### src/rtl/fifo_uart_tx_pkg.sv
// Shared definitions for the FIFO-fed UART transmitter: FSM encoding,
// counter sizing and parameter legality check.
package fifo_uart_tx_pkg;

  typedef enum logic [2:0] {
    ST_IDLE   = 3'd0,
    ST_LOAD   = 3'd1,
    ST_START  = 3'd2,
    ST_DATA   = 3'd3,
    ST_PARITY = 3'd4,
    ST_STOP   = 3'd5
  } state_e;

  // Counter width able to hold 0..n-1, never narrower than one bit.
  function automatic int cnt_w(input int n);
    return (n > 1) ? $clog2(n) : 1;
  endfunction

  function automatic bit cfg_ok(input int dw, input int cpb, input int par, input int stop);
    return (dw >= 1) && (cpb >= 2) && (par == 0 || par == 1) && (stop == 1 || stop == 2);
  endfunction

endpackage

### src/rtl/fifo_uart_tx_baud_tick_gen.sv
// Bit-period timer: free-running modulo-CLKS_PER_BIT counter with a
// synchronous clear; tick marks the last cycle of each bit period.
module baud_tick_gen
  import fifo_uart_tx_pkg::*;
#(
  parameter int CLKS_PER_BIT = 16
) (
  input  logic i_clk,
  input  logic i_rst_n,
  input  logic i_clr,
  output logic o_tick
);

  localparam int CW = cnt_w(CLKS_PER_BIT);
  localparam logic [CW-1:0] LAST = CW'(CLKS_PER_BIT - 1);

  logic [CW-1:0] r_cnt;

  // Baud counter: held at zero while cleared, wraps at the bit boundary.
  always_ff @(posedge i_clk) begin
    if (!i_rst_n) begin
      r_cnt <= '0;
    end else if (i_clr || (r_cnt == LAST)) begin
      r_cnt <= '0;
    end else begin
      r_cnt <= r_cnt + CW'(1);
    end
  end

  assign o_tick = (r_cnt == LAST) & ~i_clr;

endmodule

### src/rtl/fifo_uart_tx.sv
// FIFO-fed async serial transmitter: pops one word per frame and sends
// start, data LSB-first, optional even parity and stop bit(s).
module fifo_uart_tx
  import fifo_uart_tx_pkg::*;
#(
  parameter int DATA_WIDTH   = 8,
  parameter int CLKS_PER_BIT = 16,
  parameter int PARITY_EN    = 0,
  parameter int STOP_BITS    = 1
) (
  input  logic                  clk,
  input  logic                  rst_n,
  input  logic                  enable,
  input  logic                  empty,
  input  logic [DATA_WIDTH-1:0] data_in,
  output logic                  pop,
  output logic                  tx,
  output logic                  busy,
  output logic                  frame_done
);

  localparam int BW = cnt_w(DATA_WIDTH + 1);
  localparam logic [BW-1:0] LAST_BIT = BW'(DATA_WIDTH - 1);

  if (!cfg_ok(DATA_WIDTH, CLKS_PER_BIT, PARITY_EN, STOP_BITS)) begin : g_cfg_err
    $error("fifo_uart_tx: illegal parameter combination");
  end

  state_e                r_state;
  state_e                w_state_next;
  logic                  w_pop;
  logic                  w_tick;
  logic                  w_baud_clr;
  logic                  w_last_stop;
  logic [DATA_WIDTH-1:0] w_shifted;
  logic [DATA_WIDTH-1:0] r_shreg;
  logic [BW-1:0]         r_bit_cnt;
  logic                  r_stop_cnt;
  logic                  r_parity;
  logic                  r_tx;
  logic                  r_busy;

  assign w_baud_clr  = (r_state == ST_IDLE) || (r_state == ST_LOAD);
  assign w_last_stop = (r_stop_cnt == 1'(STOP_BITS - 1));
  assign w_shifted   = r_shreg >> 1;

  baud_tick_gen #(.CLKS_PER_BIT(CLKS_PER_BIT)) u_baud (
    .i_clk   (clk),
    .i_rst_n (rst_n),
    .i_clr   (w_baud_clr),
    .o_tick  (w_tick)
  );

  // State register.
  always_ff @(posedge clk) begin
    if (!rst_n) begin
      r_state <= ST_IDLE;
    end else begin
      r_state <= w_state_next;
    end
  end

  // Next-state and pop decode; pop only ever leaves IDLE.
  always_comb begin
    w_state_next = r_state;
    w_pop        = 1'b0;
    case (r_state)
      ST_IDLE: begin
        w_pop = enable & ~empty & rst_n;
        if (w_pop) w_state_next = ST_LOAD;
        else       w_state_next = ST_IDLE;
      end
      ST_LOAD:  w_state_next = ST_START;
      ST_START: begin
        if (w_tick) w_state_next = ST_DATA;
        else        w_state_next = ST_START;
      end
      ST_DATA: begin
        if (w_tick && (r_bit_cnt == LAST_BIT)) w_state_next = (PARITY_EN != 0) ? ST_PARITY : ST_STOP;
        else                                   w_state_next = ST_DATA;
      end
      ST_PARITY: begin
        if (w_tick) w_state_next = ST_STOP;
        else        w_state_next = ST_PARITY;
      end
      ST_STOP: begin
        if (w_tick && w_last_stop) w_state_next = ST_IDLE;
        else                       w_state_next = ST_STOP;
      end
      default: w_state_next = ST_IDLE;
    endcase
  end

  // Datapath: tx is loaded with the level of the bit about to start.
  always_ff @(posedge clk) begin
    if (!rst_n) begin
      r_shreg    <= '0;
      r_bit_cnt  <= '0;
      r_stop_cnt <= 1'b0;
      r_parity   <= 1'b0;
      r_tx       <= 1'b1;
      r_busy     <= 1'b0;
    end else begin
      r_busy <= (w_state_next != ST_IDLE);
      case (r_state)
        ST_LOAD: begin
          r_shreg    <= data_in;
          r_parity   <= ^data_in;
          r_bit_cnt  <= '0;
          r_stop_cnt <= 1'b0;
          r_tx       <= 1'b0;
        end
        ST_START: begin
          if (w_tick) r_tx <= r_shreg[0];
        end
        ST_DATA: begin
          if (w_tick) begin
            if (r_bit_cnt == LAST_BIT) begin
              r_tx <= (PARITY_EN != 0) ? r_parity : 1'b1;
            end else begin
              r_shreg   <= w_shifted;
              r_tx      <= w_shifted[0];
              r_bit_cnt <= r_bit_cnt + BW'(1);
            end
          end
        end
        ST_PARITY: begin
          if (w_tick) r_tx <= 1'b1;
        end
        ST_STOP: begin
          if (w_tick && !w_last_stop) r_stop_cnt <= 1'b1;
        end
        default: r_tx <= 1'b1;
      endcase
    end
  end

  assign pop        = w_pop;
  assign tx         = r_tx;
  assign busy       = r_busy;
  assign frame_done = (r_state == ST_STOP) & w_tick & w_last_stop;

endmodule

### config.mk
export PLATFORM = sky130hd
export DESIGN_NAME = fifo_uart_tx
export DESIGN_NICKNAME = d
export VERILOG_FILES = /design/src/rtl/fifo_uart_tx_pkg.sv /design/src/rtl/fifo_uart_tx_baud_tick_gen.sv /design/src/rtl/fifo_uart_tx.sv
export SDC_FILE = /design/constraint.sdc
export NUM_CORES = 1
export LEC_CHECK = 0
export ABC_AREA = 1
export ABC_CLOCK_PERIOD_IN_PS = 2150
export CORE_ASPECT_RATIO = 0.8
export CORE_MARGIN = 2
export CORE_UTILIZATION = 53
export CTS_CLUSTER_DIAMETER = 200
export DETAILED_ROUTE_END_ITERATION = 6
export HOLD_SLACK_MARGIN = 0.02
export PLACE_DENSITY = 0.85
export SYNTH_ARGS = -nofsm -noshare
export SYNTH_HDL_FRONTEND = slang
export SYNTH_HIERARCHICAL = 1
export SYNTH_SLANG_ARGS = --single-unit
### constraint.sdc
create_clock -name clk -period 2.15 [get_ports clk]
set_input_delay 0.43 -clock clk [delete_from_list [all_inputs] [get_ports clk]]
set_output_delay 0.43 -clock clk [all_outputs]
set_load 0.03 [all_outputs]
== After elaboration in Yosys (flattened, before gate mapping) ==
Cells that the tools add are included.

* Flip-flop bits (word level): 22
* Output and inout port bits: 4
* Input bits: 12
* Word-level logic and storage cells: 64

* Bitwise gates (word level): 10
* Equal/unequal tests: 12
* Muxes and demuxes: 20
* $add $sub $neg: 2
* Reduce and logical (&&, ||, !) cells: 13

{| class="wikitable"
|+ Operators by type and width
! operator !! number
|-
| $pmux 3 s6 || 1
|-
| $mux 8 || 2
|-
| $pmux 8 s2 || 1
|-
| $ne 2x2->1 const B || 5
|-
| $mux 1 || 9
|-
| $add 4x1->4 const B || 2
|-
| $mux 4 || 2
|-
| $pmux 4 s2 || 1
|-
| $eq 3x2->1 const B || 2
|-
| $eq 3x3->1 const B || 2
|-
| $mux 3 || 2
|-
| $and 1x1->1 || 5
|-
| $not 1->1 || 5
|-
| $pmux 1 s5 || 1
|-
| $eq 4x3->1 const B || 1
|-
| $eq 4x4->1 const B || 1
|-
| $reduce_and 4->1 || 1
|-
| $reduce_bool 2->1 || 2
|-
| $eq 3x1->1 const B || 1
|-
| $logic_and 1x1->1 || 3
|-
| $logic_not 3->1 || 1
|-
| $reduce_and 3->1 || 1
|-
| $reduce_bool 3->1 || 1
|-
| $logic_or 1x1->1 || 2
|-
| other kinds (3) || 3
|}

== Logic depth before layout (Yosys ltp) ==
Gate-level depths: netlist of the first run.

* Word-level depth: 8
* Mapped depth: 12
* Depth with buffers taken out: 11

== Cells and area by module ==
The synthesis of the first run kept the hierarchy.

{| class="wikitable"
|+ Modules (own cells, without submodules)
! module !! instances !! seq. area each (µm²) !! area an instance (µm²) !! cells an instance
|-
| fifo_uart_tx || 1 || 360.3 || 1049.8 || 152
|-
| baud_tick_gen || 1 || 80.1 || 170.2 || 20
|}

== Worst setup path after synthesis of the first run ==
Ideal clock, no wire load.

* Kind: flip-flop to output port
* Start: register r_state[2]
* End: output frame_done
* Stages on the path, launching flop included: 7
* Required time: 1720 ps
* Buffers on the path: 0
* Slack: 48 ps
* Arrival time: 1672 ps
* Path through: dfxtp_1 > inv_2 > nand3_1 > nand2_1 > nor2_1 > inv_1 > nor3_1

* Word-level cells in the longest chain between the ends: 6
* Elaborated cells between the ends (all ways): 8
* Classes of those cells: 2 x eq/ne; 4 x bitwise; 2 x reduce/logical

{| class="wikitable"
|+ RTL lines
! element !! RTL line !! source
|-
| start, declared || fifo_uart_tx.sv:29 || <nowiki>state_e r_state;</nowiki>
|-
| start signal, assigned || fifo_uart_tx.sv:59 || <nowiki>r_state <= w_state_next;</nowiki>
|-
| $eq 3x1->1 or $logic_not 3->1 (tied branches) || fifo_uart_tx.sv:43 || <nowiki>assign w_baud_clr = (r_state == ST_IDLE) || (r_state == ST_LOAD);</nowiki>
|-
| $logic_or 1x1->1 * || fifo_uart_tx.sv:43 ||
|-
| via w_baud_clr || fifo_uart_tx.sv:33 || <nowiki>logic w_baud_clr;</nowiki>
|-
| $not 1->1 * || fifo_uart_tx_baud_tick_gen.sv:30 || <nowiki>assign o_tick = (r_cnt == LAST) & ~i_clr;</nowiki>
|-
| $and 1x1->1 * || fifo_uart_tx_baud_tick_gen.sv:30 ||
|-
| via w_tick || fifo_uart_tx.sv:32 || <nowiki>logic w_tick;</nowiki>
|-
| $and 1x1->1 * (2 in a row) || fifo_uart_tx.sv:141 || <nowiki>assign frame_done = (r_state == ST_STOP) & w_tick & w_last_stop;</nowiki>
|-
| end, declared || fifo_uart_tx.sv:19 || <nowiki>output logic frame_done</nowiki>
|}

Mark *: on every way through the listed nets, which the timed path passes. The rest lies on a longest branch.

== Final worst setup path of the first run ==
Same ends and word-level chain as after synthesis.

==> results by stage, run 1 <==
Synth:
- Of the post-synthesis cell area, the part taken by muxes is 0%.
- The total number of yosys warnings is 6.
- By area, the combinational part of the netlist is dominated by simple AND/OR/NAND/NOR gates.
- Summing the areas of all and, or, nand and nor instances in the mapped netlist gives a little over two fifths of the synthesized area.
- The mapped netlist covers ~1200 um^2.
- The largest area contributor in the netlist is sky130_fd_sc_hd__dfxtp_1.
- By area the synthesized netlist is led by sky130_fd_sc_hd__dfxtp_1 36%, sky130_fd_sc_hd__nand2_1 14%, sky130_fd_sc_hd__nand3_1 8.6%.
- The synthesized netlist devotes 0.7179% of its cell area to XOR and XNOR gates.
- The number of cells produced by synthesis is between 150 and 200.
- Averaged over all synthesized cells, the footprint is 7.093 um^2.
- Summed over its instances, the top area cell type makes up 36.10% of the synthesized netlist area.
- Summing the sequential cell areas from Yosys gives between 30 and 40% of the chip area.
- When the netlist entered floorplanning its net count stood at 186.
- The count of distinct cell types in the synthesized netlist is 23.
- The fraction of the mapped netlist area in adder cells is about 2.1%.
- Synthesis inferred 22 register bits.
- Summing the areas of all compound-gate instances in the mapped netlist gives under 10% of the synthesized area.

Route:
- The first-pass iteration count of the detailed router is 4.
- The average routed wire per standard cell is about 12 um.
- For this block, the initial DRC count from the detailed router was 23.
- The aggregate routed wire length is ~2500 um.
- In this run the remaining antenna-violating nets after routing total 0.
- The residual DRC count is 0.
- Dividing the detail-routed via count by the number of cells gives between 5 and 6.
- The via count of the routed design is approximately 1100.

Die:
- The floorplan step defined a core boundary enclosing around 2200 um^2.
- The die outline height is between 40 and 50 um.
- The chip width is between 50 and 60 um.
- The floorplan step defined a die boundary enclosing ~2700 um^2.
- The total number of placement rows is 15.
- For this configuration, the core starts out at a cell density of around 57%.
- For this design the top-level I/O count stands at 16.

Global routing:
- Global routing used 21.16% of the available tracks.
- Global routing finished with a remaining overflow of 0.
- The maximum number of pins on one net before global-route repair is 14.
- The number of global-route vias before repair came to approximately 1000.
- The wire length of the first global-routing pass is about 4300 um.
- The number of antenna violations at the first check in global routing is 0.

Setup path:
- In this design, the largest share of critical-path delay is due to simple AND/OR/NAND/NOR gates.
- The startpoint of the most critical setup path is r_state[2]$_SDFF_PN0_.
- In this run the register-to-register setup slack is between 0.4 and 0.5 ns.
- Walking the worst path, the cells encountered are inv_2 -> nand3_2 -> nand2_1 -> nor2_4 -> inv_1 -> nor3_1 -> buf_4.
- Of all nets on the critical path, the largest fanout is 7.
- The worst setup path is launched from a flop.
- The slowest cell on the critical path is sky130_fd_sc_hd__dfxtp_4.
- The worst setup path is captured at an output pin.
- The maximum single-stage delay on the critical path is 0.40 ns.
- The critical path data required time is 1.72 ns.
- The critical path is of the reg -> out type.
- At the worst endpoint, the arrival time is 1.62 ns.
- In this run the critical register-to-register path is launched from r_state[1]$_SDFF_PN0_.
- Together, buffers and inverters on the worst path number 3.

Power and ir drop:
- The power per cell area is 574.0 nW/um^2.
- The leakage power is about 0.56 nW.
- The largest vdd supply drop is about 0.00073 V.
- The completed layout was analyzed and its total power is 826.6 uW.

Place:
- The congestion estimate from routability-driven global placement came to about 0.9.
- The HPWL after detailed placement is approximately 1800 um.
- In this run the tool buffered the top-level ports with 15 buffer cells.

Hold path:
- The startpoint identified for the worst hold timing path is u_baud/r_cnt[0]$_SDFF_PP0_.
- The tightest min-delay check is of the reg -> reg type.

Cells and area:
- The synthesis-to-layout area growth is 18.05%.
- The number of diodes is 0.
- The total number of nets in the final design is approximately 200.
- The multi-input combinational cell area is just under 700 um^2.
- The final-layout fill cell count is between 150 and 200.
- Summing all flip-flop and latch instances after layout gives between 400 and 500 um^2.
- The library cell used most frequently in the layout, excluding fill and tap cells, is sky130_fd_sc_hd__nand2_1.
- Leaving out fill and tap cells, the most frequent cells in the layout are 46 x sky130_fd_sc_hd__nand2_1, 20 x sky130_fd_sc_hd__nand3_1, 17 x sky130_fd_sc_hd__nor2_1, 17 x sky130_fd_sc_hd__dfxtp_1, 15 x sky130_fd_sc_hd__inv_1.
- The proportion of layout cells with a drive suffix above 1 is about a quarter.

Clock tree:
- The cell sitting at the root of the clock tree is a sky130_fd_sc_hd__clkbuf_4.
- The hold buffer count at CTS is 0.
- CTS saw 22 sinks.
- After clock tree synthesis, the repair step resized 4 gates.
- In this run the number of H-tree levels came out at 1.
- TritonCTS built the clock tree.
- TritonCTS created 3 clock buffers.
- The clock slew at the register clock pins of the worst setup and hold paths is roughly 0.12 ns.
- The worst-case clock buffer depth is 2.
- The count of buffers added by post-CTS timing repair for setup is 0.
- The clock latency reported for the late side of the worst-skew pair is 0.31 ns.

Timing:
- The highest clock rate is between 400 and 500 MHz.
- The slew at the pin closest to its max-slew limit is 0.5662 ns.
- The total negative slack is 0 ns.
- The number of setup violations in the final report is 0.
- The worst hold slack is about 0.45 ns.
- Subtracting the final worst setup slack from the clock period gives 2.050 ns.
- Measured against its own limit, the worst slew margin works out to 62.21%.
- Between clock sinks in the finished design, the worst skew comes to between 0.003 and 0.004 ns.
- The number of max-slew violations in the final report came to 0.
- The final count of hold timing violations is 0.
- Of the available clock period, the critical path in the final layout requires between 90 and 100%.

Run:
- Across the run, the number of max-cap violations was 0.

Status:
- The flow ran to the end, and the final reports show no timing, DRC or antenna violations.
## cells by family after synthesis
group	after synthesis
simple gates	110
buf+inv	22
flops	22
compound gates	15
fa+ha+maj	2
xor+xnor	1
## cell usage after synthesis, drive strengths merged
master	n
a21oi	13
nand3b	3
buf	5
ha	2
clkbuf	1
nor2	20
dfxtp	22
nand3	22
nand2	60
o211ai	1
o21ai	1
inv	16
xnor2	1
nor3	1
nand4	4
## through the flow
stage | cells | cell area (um^2) | setup WS, ns | util (%)
6_report | 212 | 1440 | 0.09964 | 66.72
5_1_grt | 212 | 1440 | -0.005783 | 66.72
4_1_cts | 212 | 1418 | 0.01553 | 65.68
3_5_place_dp | 208 | 1359 | 0.2641 | 62.96
3_3_place_gp | 208 | 1359 | 0.3425 | 62.96
2_1_floorplan | 172 | 1220 | 0.04797 | -
## worst reg2reg max path: cells and delay by family, from the launching register on
kind	cells	cell delay [ns]
AOI/OAI and AO/OA	1	0.12
buffers and inverters	1	0.15
DFF	1	0.38
and+or+nand+nor	7	0.95
## state kept, by name, summed over array words and instances (netlist names)
signal and cells:
busy 1, r_shreg 8, tx 1, r_stop_cnt 1, u_baud/r_cnt 4, r_state 3, r_bit_cnt 4
## power breakdown
part / internal [mW] / switching, mW
clock network: 0.189 / 0.130
logic: 0.0407 / 0.0458
registers: 0.414 / 0.00763
## per-layer routing
metal	vias up	part of all wire, %	track usage (%)
met5	-	0	0
met1	483	48	27.44
met2	20	47	36.36
met3	2	4.6	5.785
met4	0	0.51	4.186
li1	581	-	-
## worst paths after layout
check,endpoint,depth (start not counted)
max reg2reg,r_shreg[7]$_SDFFE_PN0P_,9
min reg2reg,u_baud/r_cnt[0]$_SDFF_PP0_,1
min,u_baud/r_cnt[0]$_SDFF_PP0_,1
max,frame_done,7
## area by class of cell
cell class	instances	area share, %
multi-input combinational	128	47.35
tap	25	2.172
clock buffer	3	1.564
inverter	16	4.170
timing repair buffer	17	11.12
sequential	22	31.54
clock inverter	1	2.085
No activity file was read; power rests on OpenSTA's default activity.
==> inputs of run 2 (changes only) <==
CORE_MARGIN = 1.5   (was 2)
==> run 2 against run 1 <==
Effect of this change:
- register-to-register slack better by 0.05 ns
- fmax up 1.1%
- die area down 3.8%
- first-iteration DRC count up 52%
- clock power down 43%
- highest routed layer unchanged
- global-route usage up 0.37 points
- worst setup slack better by 0.023 ns
==> results by stage, run 2 (synthesized netlist as in run 1, its figures left out) <==
Timing:
- The final period utilization is between 90% and 100%.
- Setup repair after global routing left no endpoint under its margin.
- The shortest period the worst path allows is between 2 and 2.5 ns.
- The final count of hold timing violations was 0.
- Across the routed clock network, the largest skew measured is between 0.005 and 0.006 ns.
- The slew at the pin closest to its max-slew limit is around 0.56 ns.
- Timing would allow up to a little under 500 MHz.
- The number of max-slew violations in the final report came to 0.
- Measured against its own limit, the worst slew margin works out to roughly 62%.
- The total negative slack is 0 ns.
- The worst hold slack is about 0.45 ns.
- The number of setup violations in the final report is 0.

Route:
- The first detailed-routing pass took 4 iterations.
- The residual DRC count is 0.
- The antenna violation net count after detailed routing is 0.
- Wires add up to 2526 um.
- The via count of the routed design is around 1100.
- The detailed router finished its first iteration with 35 violations.
- The average routed wire per standard cell is between 10 and 15 um.
- The routed via count divided by cell count is between 5 and 6.

Cells and area:
- The multi-input combinational cell area is 676.9 um^2.
- The number of diodes is 0.
- The final-layout fill cell count is around 190.
- r_shreg holds more flip-flops than any other register.
- Leaving out fill and tap cells, the most frequent cells in the layout are 46 x sky130_fd_sc_hd__nand2_1, 20 x sky130_fd_sc_hd__nand3_1, 17 x sky130_fd_sc_hd__nor2_1, 17 x sky130_fd_sc_hd__dfxtp_1, 14 x sky130_fd_sc_hd__inv_1.
- In the final layout, the share of cells above drive strength 1 is a little under a quarter.
- In the final layout, flip-flops and latches occupy around 450 um^2.
- The register with the most flip-flops in the layout has 8 of them.
- The fraction of the core area covered by cells at the end of the flow is 65.10%.
- The total number of nets in the final design is slightly above 200.
- The non-filler instance count after layout is approximately 210.
- In the final layout, the registers with the most flip-flops are r_shreg (8), r_bit_cnt (4), u_baud/r_cnt (4).
- The commonest non-fill, non-tap cell in the layout is sky130_fd_sc_hd__nand2_1.
- The synthesis-to-layout area growth is 15.18%.

Global routing:
- Global routing used ~22% of the available tracks.
- The number of antenna violations at the first check in global routing is 0.
- The wire length of the first global-routing pass is 4395 um.
- Summed over all layers, the global routing overflow is 0.
- The maximum number of pins on one net before global-route repair is 14.
- The number of global-route vias before repair is 1029.

Setup path:
- The signal on the critical path passes through inv_2 -> nand2_1 -> nand2_1 -> nor2_2 -> inv_2 -> nor3_1 -> buf_4.
- The largest delay contributor family on the critical path is simple AND/OR/NAND/NOR gates.
- STA puts the critical path data arrival time at 1.60 ns.
- The start-to-end type of the worst setup path is reg -> out.
- STA classifies the critical path endpoint as an output pin.
- The critical path data required time is 1.72 ns.
- Of all nets on the critical path, the largest fanout is 7.
- The maximum single-stage delay on the critical path is 0.40 ns.
- The launching element type of the critical path is a flop.
- The buffer and inverter count on the worst path is 3.
- The slowest cell on the critical path is sky130_fd_sc_hd__dfxtp_4.

Clock tree:
- For this design, the sink count on the clock tree is 22.
- The master cell of the clock root buffer is sky130_fd_sc_hd__clkbuf_4.
- In this run the number of H-tree levels came out at 1.
- The clock passes through at most 2 buffers.
- After clock tree synthesis, the clock-pin slew on the worst setup and hold paths is approximately 0.12 ns.
- The count of buffers added by post-CTS timing repair for setup is 0.
- The clock tree from TritonCTS is yes.
- The clock latency reported for the late side of the worst-skew pair is about 0.30 ns.
- Clock tree synthesis inserted a total of 3 buffers.

Die:
- Pin placement for this block handled 16 I/O pins.
- The die is 45.91 um tall.
- The total number of placement rows is 15.
- The die covers between 2000 and 3000 um^2.
- The chip width is roughly 57 um.
- The starting utilization of the core area is between 50% and 60%.
- The core area is about 2200 um^2.

Power and ir drop:
- The overall power of the completed layout is between 600 and 700 uW.
- The largest vdd supply drop is around 0.00049 V.
- The power per cell area is ~500 nW/um^2.
- In this run the static leakage power is ~0.55 nW.

Place:
- Once placement completed, the tool counted placed cells totaling 208.
- Buffers placed on the I/O ports in this run total 15.
- Routability-driven placement finished with a final weighted congestion of roughly 0.93.
- The post-detailed-placement half-perimeter wirelength is about 1900 um.

Run:
- Max-cap violations in this run came to 0.

Hold path:
- The class of the tightest hold or removal check is reg -> reg.

Status:
- The flow ran to the end, and the final reports show no timing, DRC or antenna violations.
run 2: cell count changes in the layout (fill, tap and decap cells not counted), sizes merged:
cell,previous run,this run
bufinv,1,0
run 2: timing repair:
item	CTS	global route
endpoints found under the hold margin	0	0
endpoints found under the setup margin	1	1
resized for setup	5	7
hold buffers	0	0
run 2: cell type report:
| type | count | area share (%) |
|---|---|---|
| Inverter | 16 | 4.274 |
| Clock buffer | 3 | 1.603 |
| Multi-Input combinational cell | 128 | 48.17 |
| Timing Repair Buffer | 17 | 11.40 |
| Sequential cell | 22 | 32.32 |
| Tap cell | 25 | 2.226 |
run 2: metrics by stage:
step | setup WS (ns) | instance area, um^2
floorplan | 0.04797 | 1220
CTS | 0.01231 | 1389
finish | 0.1227 | 1405
detailed placement | 0.2654 | 1359
global route | 0.02072 | 1405
global placement | 0.3428 | 1359
run 2: per-layer routing:
metal / GRT usage [%] / part of all wire (%) / up-vias
met3: 5.114 / 4.9 / 2
li1: - / - / 582
met2: 38.60 / 51 / 27
met1: 26.90 / 43 / 524
met4: 4.286 / 0.36 / 0
met5: 0 / 0 / -
run 2: where the power goes:
| group | total [mW] | internal, mW | leakage [nW] | switching [mW] |
|---|---|---|---|---|
| Combinational | 0.0866 | 0.0407 | 0.353 | 0.0460 |
| Sequential | 0.421 | 0.414 | 0.181 | 0.00741 |
| Clock | 0.183 | 0.0654 | 0.0138 | 0.117 |
run 2: worst register-to-register path, cell delays in order (launching register included):
cell,delay (ns)
sky130_fd_sc_hd__dfxtp_4,0.38
sky130_fd_sc_hd__nor2_1,0.21
sky130_fd_sc_hd__nand2_1,0.14
sky130_fd_sc_hd__nand2_1,0.13
sky130_fd_sc_hd__nor2_2,0.06
sky130_fd_sc_hd__inv_2,0.09
sky130_fd_sc_hd__nand2_4,0.13
sky130_fd_sc_hd__nand2_4,0.21
sky130_fd_sc_hd__nand2_1,0.08
sky130_fd_sc_hd__a21oi_1,0.12
run 2: path summary, 6_finish.rpt:
path	start	end	slack, ns	cells after the start
max	r_state[2]$_SDFF_PN0_	frame_done	0.12	7
min	u_baud/r_cnt[0]$_SDFF_PP0_	u_baud/r_cnt[0]$_SDFF_PP0_	0.45	1
max reg2reg	r_state[1]$_SDFF_PN0_	r_shreg[7]$_SDFFE_PN0P_	0.54	9
min reg2reg	u_baud/r_cnt[0]$_SDFF_PP0_	u_baud/r_cnt[0]$_SDFF_PP0_	0.45	1
==> inputs of run 3 (changes only) <==
CTS_CLUSTER_DIAMETER = unset   (was 200)
==> results of run 3 <==
Final layout, timing and power as in run 2 (identical DEF).
